File: src/rtl/parking_input_frontend.sv
// Input conditioning for the parking controller: synchronised, debounced gate
// sensors with arbitrated one-cycle event pulses, plus a serial 4-bit keypad assembler.
module parking_input_frontend #(
    parameter int unsigned DEBOUNCE_CYCLES    = 4,
    parameter int unsigned PWD_HOLD_CYCLES    = 2,
    parameter int unsigned KEY_TIMEOUT_CYCLES = 16
) (
    input  logic       clk,
    input  logic       rst,
    input  logic       entry_raw,
    input  logic       exit_raw,
    input  logic       key_strobe,
    input  logic       key_bit,
    input  logic       key_clear,
    output logic       sensor_entry,
    output logic       sensor_exit,
    output logic [3:0] password,
    output logic       pwd_valid,
    output logic       key_busy,
    output logic       event_dropped
);

    localparam logic [7:0]  DEB_LAST  = 8'(DEBOUNCE_CYCLES - 1);
    localparam logic [7:0]  HOLD_LAST = 8'(PWD_HOLD_CYCLES - 1);
    localparam logic [15:0] TO_LAST   = 16'(KEY_TIMEOUT_CYCLES - 1);

    // Index 0 is the entry sensor, index 1 the exit sensor.
    logic [1:0]      w_raw;
    logic [1:0]      r_sync1;
    logic [1:0]      r_sync2;
    logic [1:0]      r_deb;
    logic [1:0]      r_pend;
    logic [1:0][7:0] r_dcnt;
    logic [1:0]      w_rise;
    logic [1:0]      w_issue;
    logic            w_drop;
    logic            r_entry;
    logic            r_exit;
    logic            r_dropped;

    assign w_raw = {exit_raw, entry_raw};

    always_comb begin
        w_rise = '0;
        for (int unsigned i = 0; i < 2; i++) begin
            w_rise[i] = (r_sync2[i] != r_deb[i]) && (r_dcnt[i] == DEB_LAST) && !r_deb[i];
        end
        // Entry wins; a pending exit waits one cycle behind a pending entry.
        w_issue[0] = r_pend[0];
        w_issue[1] = r_pend[1] & ~r_pend[0];
        w_drop     = |(w_rise & r_pend & ~w_issue);
    end

    always_ff @(posedge clk or posedge rst) begin
        if (rst) begin
            r_sync1   <= '0;
            r_sync2   <= '0;
            r_deb     <= '0;
            r_pend    <= '0;
            r_dcnt    <= '0;
            r_entry   <= 1'b0;
            r_exit    <= 1'b0;
            r_dropped <= 1'b0;
        end else begin
            r_sync1 <= w_raw;
            r_sync2 <= r_sync1;
            for (int unsigned i = 0; i < 2; i++) begin
                if (r_sync2[i] == r_deb[i]) begin
                    r_dcnt[i] <= '0;
                end else if (r_dcnt[i] == DEB_LAST) begin
                    r_deb[i]  <= ~r_deb[i];
                    r_dcnt[i] <= '0;
                end else begin
                    r_dcnt[i] <= r_dcnt[i] + 8'd1;
                end
            end
            r_pend  <= w_rise | (r_pend & ~w_issue);
            r_entry <= w_issue[0];
            r_exit  <= w_issue[1];
            if (w_drop) begin
                r_dropped <= 1'b1;
            end
        end
    end

    typedef enum logic [1:0] {P_IDLE, P_COLLECT, P_HOLD} pstate_t;

    pstate_t     r_state, w_state_nxt;
    logic [3:0]  r_shift, w_shift_nxt;
    logic [1:0]  r_bitcnt, w_bitcnt_nxt;
    logic [15:0] r_idle, w_idle_nxt;
    logic [7:0]  r_hold, w_hold_nxt;
    logic [3:0]  r_pwd, w_pwd_nxt;

    always_ff @(posedge clk or posedge rst) begin
        if (rst) begin
            r_state  <= P_IDLE;
            r_shift  <= '0;
            r_bitcnt <= '0;
            r_idle   <= '0;
            r_hold   <= '0;
            r_pwd    <= '0;
        end else begin
            r_state  <= w_state_nxt;
            r_shift  <= w_shift_nxt;
            r_bitcnt <= w_bitcnt_nxt;
            r_idle   <= w_idle_nxt;
            r_hold   <= w_hold_nxt;
            r_pwd    <= w_pwd_nxt;
        end
    end

    always_comb begin
        w_state_nxt  = r_state;
        w_shift_nxt  = r_shift;
        w_bitcnt_nxt = r_bitcnt;
        w_idle_nxt   = r_idle;
        w_hold_nxt   = r_hold;
        w_pwd_nxt    = r_pwd;
        case (r_state)
            P_IDLE: begin
                if (key_strobe && !key_clear) begin
                    w_shift_nxt  = {3'b000, key_bit};
                    w_bitcnt_nxt = 2'd1;
                    w_idle_nxt   = '0;
                    w_state_nxt  = P_COLLECT;
                end
            end
            P_COLLECT: begin
                if (key_clear) begin
                    w_shift_nxt  = '0;
                    w_bitcnt_nxt = '0;
                    w_idle_nxt   = '0;
                    w_state_nxt  = P_IDLE;
                end else if (key_strobe) begin
                    w_idle_nxt = '0;
                    if (r_bitcnt == 2'd3) begin
                        w_pwd_nxt    = {r_shift[2:0], key_bit};
                        w_shift_nxt  = '0;
                        w_bitcnt_nxt = '0;
                        w_hold_nxt   = '0;
                        w_state_nxt  = P_HOLD;
                    end else begin
                        w_shift_nxt  = {r_shift[2:0], key_bit};
                        w_bitcnt_nxt = r_bitcnt + 2'd1;
                    end
                end else if (r_idle == TO_LAST) begin
                    w_shift_nxt  = '0;
                    w_bitcnt_nxt = '0;
                    w_idle_nxt   = '0;
                    w_state_nxt  = P_IDLE;
                end else begin
                    w_idle_nxt = r_idle + 16'd1;
                end
            end
            P_HOLD: begin
                if (key_clear || r_hold == HOLD_LAST) begin
                    w_pwd_nxt   = '0;
                    w_hold_nxt  = '0;
                    w_state_nxt = P_IDLE;
                end else begin
                    w_hold_nxt = r_hold + 8'd1;
                end
            end
            default: begin
                w_state_nxt = P_IDLE;
            end
        endcase
    end

    assign sensor_entry  = r_entry;
    assign sensor_exit   = r_exit;
    assign event_dropped = r_dropped;
    assign password      = r_pwd;
    assign pwd_valid     = (r_state == P_HOLD);
    assign key_busy      = (r_state != P_IDLE);

endmodule
File: config.mk
export PLATFORM = sky130hd
export DESIGN_NAME = parking_input_frontend
export DESIGN_NICKNAME = d
export VERILOG_FILES = /design/src/rtl/parking_input_frontend.sv
export SDC_FILE = /design/constraint.sdc
export NUM_CORES = 1
export LEC_CHECK = 0
export ABC_AREA = 0
export BUFFER_PORTS_ARGS = -buffer_cell sky130_fd_sc_hd__buf_2
export CAP_MARGIN = 40
export CORE_ASPECT_RATIO = 0.8
export CORE_MARGIN = 2
export CORE_UTILIZATION = 50
export CTS_BUF_LIST = sky130_fd_sc_hd__clkbuf_2 sky130_fd_sc_hd__clkbuf_4 sky130_fd_sc_hd__clkbuf_8
export DETAILED_ROUTE_END_ITERATION = 12
export PLACE_DENSITY = 0.69
export SKIP_CTS_REPAIR_TIMING = 1
export SLEW_MARGIN = 20
export SYNTH_ARGS = -nofsm -noshare
export SYNTH_HDL_FRONTEND = slang
export SYNTH_SLANG_ARGS = --single-unit
File: constraint.sdc
create_clock -name clk -period 2.3 [get_ports clk]
set_input_delay 0.115 -clock clk [delete_from_list [all_inputs] [get_ports clk]]
set_output_delay 0.115 -clock clk [all_outputs]
set_load 0.05 [all_outputs]
==> Word level (Yosys, flattened, before mapping) <==
Cells that the tools add are included.
{ "word_totals": {"word_cells": 107, "regBits": 62} }
{ "classes": {"reduce_logical": 21, "n_addsub": 5, "n_bitwise": 11, "n_eq_ne": 18, "muxes": 36} }
{ "op_table": {"columns": ["operator", "n"], "rows": [
  ["$mux 16", 4],
  ["$mux 8", 8],
  ["$pmux 16 s2", 1],
  ["$add 8x1->8 const B", 3],
  ["$mux 2", 9],
  ["$add 16x1->16 const B", 1],
  ["$eq 16x4->1 const B", 1],
  ["$eq 8x2->1 const B", 2],
  ["$mux 4", 4],
  ["$pmux 8 s2", 1],
  ["$mux 3", 5],
  ["$eq 8x1->1 const B", 1],
  ["$ne 2x2->1 const B", 4],
  ["$ne 4x4->1 const B", 2],
  ["$pmux 4 s2", 1],
  ["$reduce_and 4->1", 2],
  ["$and 2x2->2", 3],
  ["$pmux 2 s3", 1],
  ["$pmux 3 s2", 1],
  ["$reduce_and 2->1", 3],
  ["$reduce_bool 2->1", 3],
  ["$logic_and 1x1->1", 5],
  ["$not 1->1", 5],
  ["$reduce_and 5->1", 1],
  ["other kinds (15)", 20]
]} }

==> Depth between registers and ports, before layout <==
{ "depth": {"word_depth": 6, "depth_mapped": 6} }

==> Worst setup path after synthesis <==
No wires, ideal clock.
{ "synth_timing": {"kind": "register -> register", "from": "reg r_state[0]", "to": "reg r_hold[5]", "setup_ns": 0.078, "arrival_ns": 1.799, "path_slack_ns": 0.423, "period_less_slack_ns": 1.877, "required_ns": 2.222, "path_stages_with_launch": 6, "path_cell_list": "dfrtp_1 > nand2b_1 > inv_1 > a31oi_2 > or4_1 > a21oi_1"} }
{ "synth_via": {"elab_chain_cells": 3, "elab_cells_between_ends": 8} }
{ "synth_rtl": {"columns": ["element", "line_no", "text"], "rows": [
  ["start: declaration", "88", "pstate_t r_state, w_state_nxt;"],
  ["start signal: assignment", "104", "r_state <= w_state_nxt;"],
  ["$eq 2x2->1 (*)", null, null],
  ["net pwd_valid", "18", "output logic pwd_valid,"],
  ["$reduce_bool 2->1 (no source line)", null, null],
  ["$reduce_and 4->1 (no source line)", null, null],
  ["end signal: assignment", "108", "r_hold <= w_hold_nxt;"],
  ["end: declaration", "92", "logic [7:0] r_hold, w_hold_nxt;"]
]} }
The timed path passes the listed nets; every way through them passes the cells marked *.
A chain may end at the register's enable or synchronous reset.

==> Final worst setup path <==
{ "layout_timing": {"from": "reg r_state[1]", "to": "reg r_hold[6]"} }
{ "layout_via": {"elab_chain_cells": 3, "elab_cells_between_ends": 8} }
{ "layout_rtl": {"columns": ["element", "line_no", "text"], "rows": [
  ["$eq 2x1->1 or $eq 2x2->1 (tied branches)", "120", "case (r_state)"],
  ["$ne 2x2->1 (no source line) or $reduce_bool 2->1 (tied branches)", null, null],
  ["$reduce_and 4->1 (no source line)", null, null]
]} }
Parallel ways exist; a longest one is shown, timed or not.

==> results.md <==
* Initial antenna violation count at 0
* Warnings from Yosys at 0
* Vias in the first global route at 1978
* Input/output buffers at 15
* Fillers at roughly 470
* Area occupied by multi-input gates at 1310 µm²
* PD cells at ~810 nW/µm²
* Worst-path maximum fanout at 18
* Sequential cell area at 1550 µm²
* Critical Path RT at 2.57 ns
* Layout cell share with drive strength beyond 1 at 17.1%
* Skew-Pair Late Insertion Delay at 0.34 ns
* # DRC at 0
* Synth Net Count at 298
* Worst R2R Start: r_state[1]
* IO Count at 16
* Via count at 2191
* CTS tree: yes
* Hold_sp: key_bit
* Avg Vias per Cell at about 5.5
* RSZ-0062 raised after global routing: false
* Post-synthesis register bit count at 62
* Gr usage total at 18.8%
* Die height at approximately 72 µm
* Syn avg cell area at 10.3 µm²
* GRT overflow at 0
* Sum of negative setup slack at 0 ns
* Num CTS Buffers at 9
* Core footprint at between 5000 and 6000 µm²
* HP Class: in2reg
* Ant. Diodes at 0
* Initial core utilization at 52.8%
* Crit share post-route at a little over 80%
* Post-DP HPWL at between 3000 and 4000 µm
* Drt wl/cell at around 13 µm
* Maximum vdd drop at roughly 0.00058 V
* Utilization after layout at roughly three fifths
* Iter 0 DRT Violations at 80
* Final setup vio count at 0
* Crit path launch: r_state[1]
* Slew headroom at 53.8%
* P&R area growth vs syn at 14.5%
* Async SR Flop Fraction at 100%
* Full die area at 6500 µm²
* Global-route wire length before repair at 9230 µm
* Critical Path Sink Type: flop
* Count of flip-flops with a built-in enable after synthesis at 0
* Setup Skew at 0.00843 ns
* Lkg Pwr at 1.51 nW
* MaxCap Viol Count at 0
* Synth Flop Type: dfrtp_1
* Drt first pass iters at 4
* Status: completed
* Crit path DAT at 2.18 ns
* DRT Wirelength at 5290 µm
* Fin Hold WS at 0.0347 ns
* Cell Area, Synth at 2930 µm²
* Final ANT Viol Nets at 0
* Setup CP Type: reg2reg
* Cell Rows at 24
* Gate Count Post-Synth at 285
* Hold Vio Cnt, Final at 0
* Final #Nets at 329
* Slew of the pin with the lowest slew margin at a little under 0.7 ns
* Type of origin of the critical path: flop
* Die Width at around 90 µm
* Post-synthesis cell type count at 51
* Final min period at 1.91 ns
* Root Driver: clkbuf_8
* Clock-pin slew on the worst setup and hold paths at 0.07 ns
* Slew Viols, Final at 0
* CTS Buffer Depth at 2
* Largest net degree at the start of global routing at 51
* Routability cong. at 0.832
* Number of clock sinks at 62
* Htree depth at 3
* Sequential-to-total area share from yosys stat at 52.9%
* Fmax at 523 MHz
## sequential cells by signal, indices dropped and copies added, names as in the netlist
| signal | cells |
|---|---|
| event_dropped | 1 |
| r_sync1 | 2 |
| r_sync2 | 2 |
| sensor_exit | 1 |
| r_bitcnt | 2 |
| sensor_entry | 1 |
| r_idle | 16 |
| r_deb | 2 |
| r_shift | 3 |
| r_hold | 8 |
| r_pend | 2 |
| r_dcnt | 16 |
| r_state | 2 |
| password | 4 |
## cell usage after synthesis (4+ instances only)
cell | n | area share (%)
nor2b_1 | 4 | 0.85
or4_1 | 4 | 1.0
and3_1 | 8 | 1.7
nand3_1 | 21 | 3.6
o21ai_0 | 23 | 3.9
xor2_1 | 12 | 3.6
a21oi_1 | 13 | 2.2
o22ai_1 | 4 | 0.85
inv_1 | 15 | 1.9
nor4_1 | 4 | 0.85
nand2_1 | 22 | 2.8
or3_1 | 7 | 1.5
dfrtp_1 | 62 | 53
nor2_1 | 18 | 2.3
o31ai_1 | 8 | 2.0
ha_1 | 6 | 2.6
## kinds of logic (layout without fill, tap and decap cells)
group | count (synthesis) | in the layout | synth area share [%]
mux | 3 | 3 | 1.11
compound gates | 64 | 64 | 13.7
fa+ha+maj | 6 | 6 | 2.56
xor+xnor | 15 | 15 | 4.48
simple gates | 117 | 117 | 22.8
buf+inv | 18 | 54 | 2.39
flops | 62 | 62 | 52.9
## critical path: stages, from the launching register on
cell	delay, ns
dfrtp_1	0.43
nor3b_2	0.35
a31oi_2	0.34
or4_1	0.58
a21oi_1	0.14
## final timing paths
path / depth (start not counted) / slack, ns / to
worst min-delay path: 3 / 0.03 / password[0]
worst max-delay path: 4 / 0.39 / r_hold[6]
worst max register to register: 4 / 0.39 / r_hold[6]
worst min register to register: 0 / 0.36 / r_sync2[0]
min in group asynchronous: 3 / 0.27 / r_sync2[1]
max in group asynchronous: 4 / 1.49 / r_idle[11]
## stage by stage
stage               power [mW]  instance area (µm²)  setup WS (ns)  cells
detailed placement        1.89                 3140          0.389    380
global placement          1.88                 3140          0.449    380
finish                    2.73                 3360          0.388    399
global route              2.91                 3360          0.206    399
CTS                       2.76                 3330          0.388    396
floorplan                 1.74                 2930          0.423    285
## cell usage in the layout (no fill, tap or decap), types with 6 or more instances in the layout
cell / instances
a21oi_1: 13
ha_1: 6
and3_1: 8
or3_1: 7
dfrtp_1: 62
o21ai_0: 23
clkbuf_8: 11
buf_2: 15
nand3_1: 21
inv_1: 14
nor2_1: 18
xor2_1: 12
o31ai_1: 8
nand2_1: 22
## metal layers
metal	share of wire [%]	vias up	GRT usage (%)
li1	-	1101	-
met1	53	1045	27.1
met2	42	41	25.7
met3	4.4	4	8.53
met4	0.32	0	4.48
met5	0	-	0
## where the power goes
part | leakage (nW) | internal (mW) | switching (mW) | total (mW)
Clock | 0.0913 | 0.447 | 0.417 | 0.864
Combinational | 0.589 | 0.181 | 0.341 | 0.522
Sequential | 0.832 | 1.23 | 0.118 | 1.35
Total | 1.51 | 1.86 | 0.876 | 2.73
## layout make-up
class / count / share of cell area, %
timing repair buffer: 23 / 4.62
multi-input combinational: 205 / 39.0
sequential: 62 / 46.2
tap: 78 / 2.91
clock buffer: 11 / 4.51
clock inverter: 5 / 1.01
inverter: 15 / 1.68
Note: power is estimated with default switching activity, not from simulation.
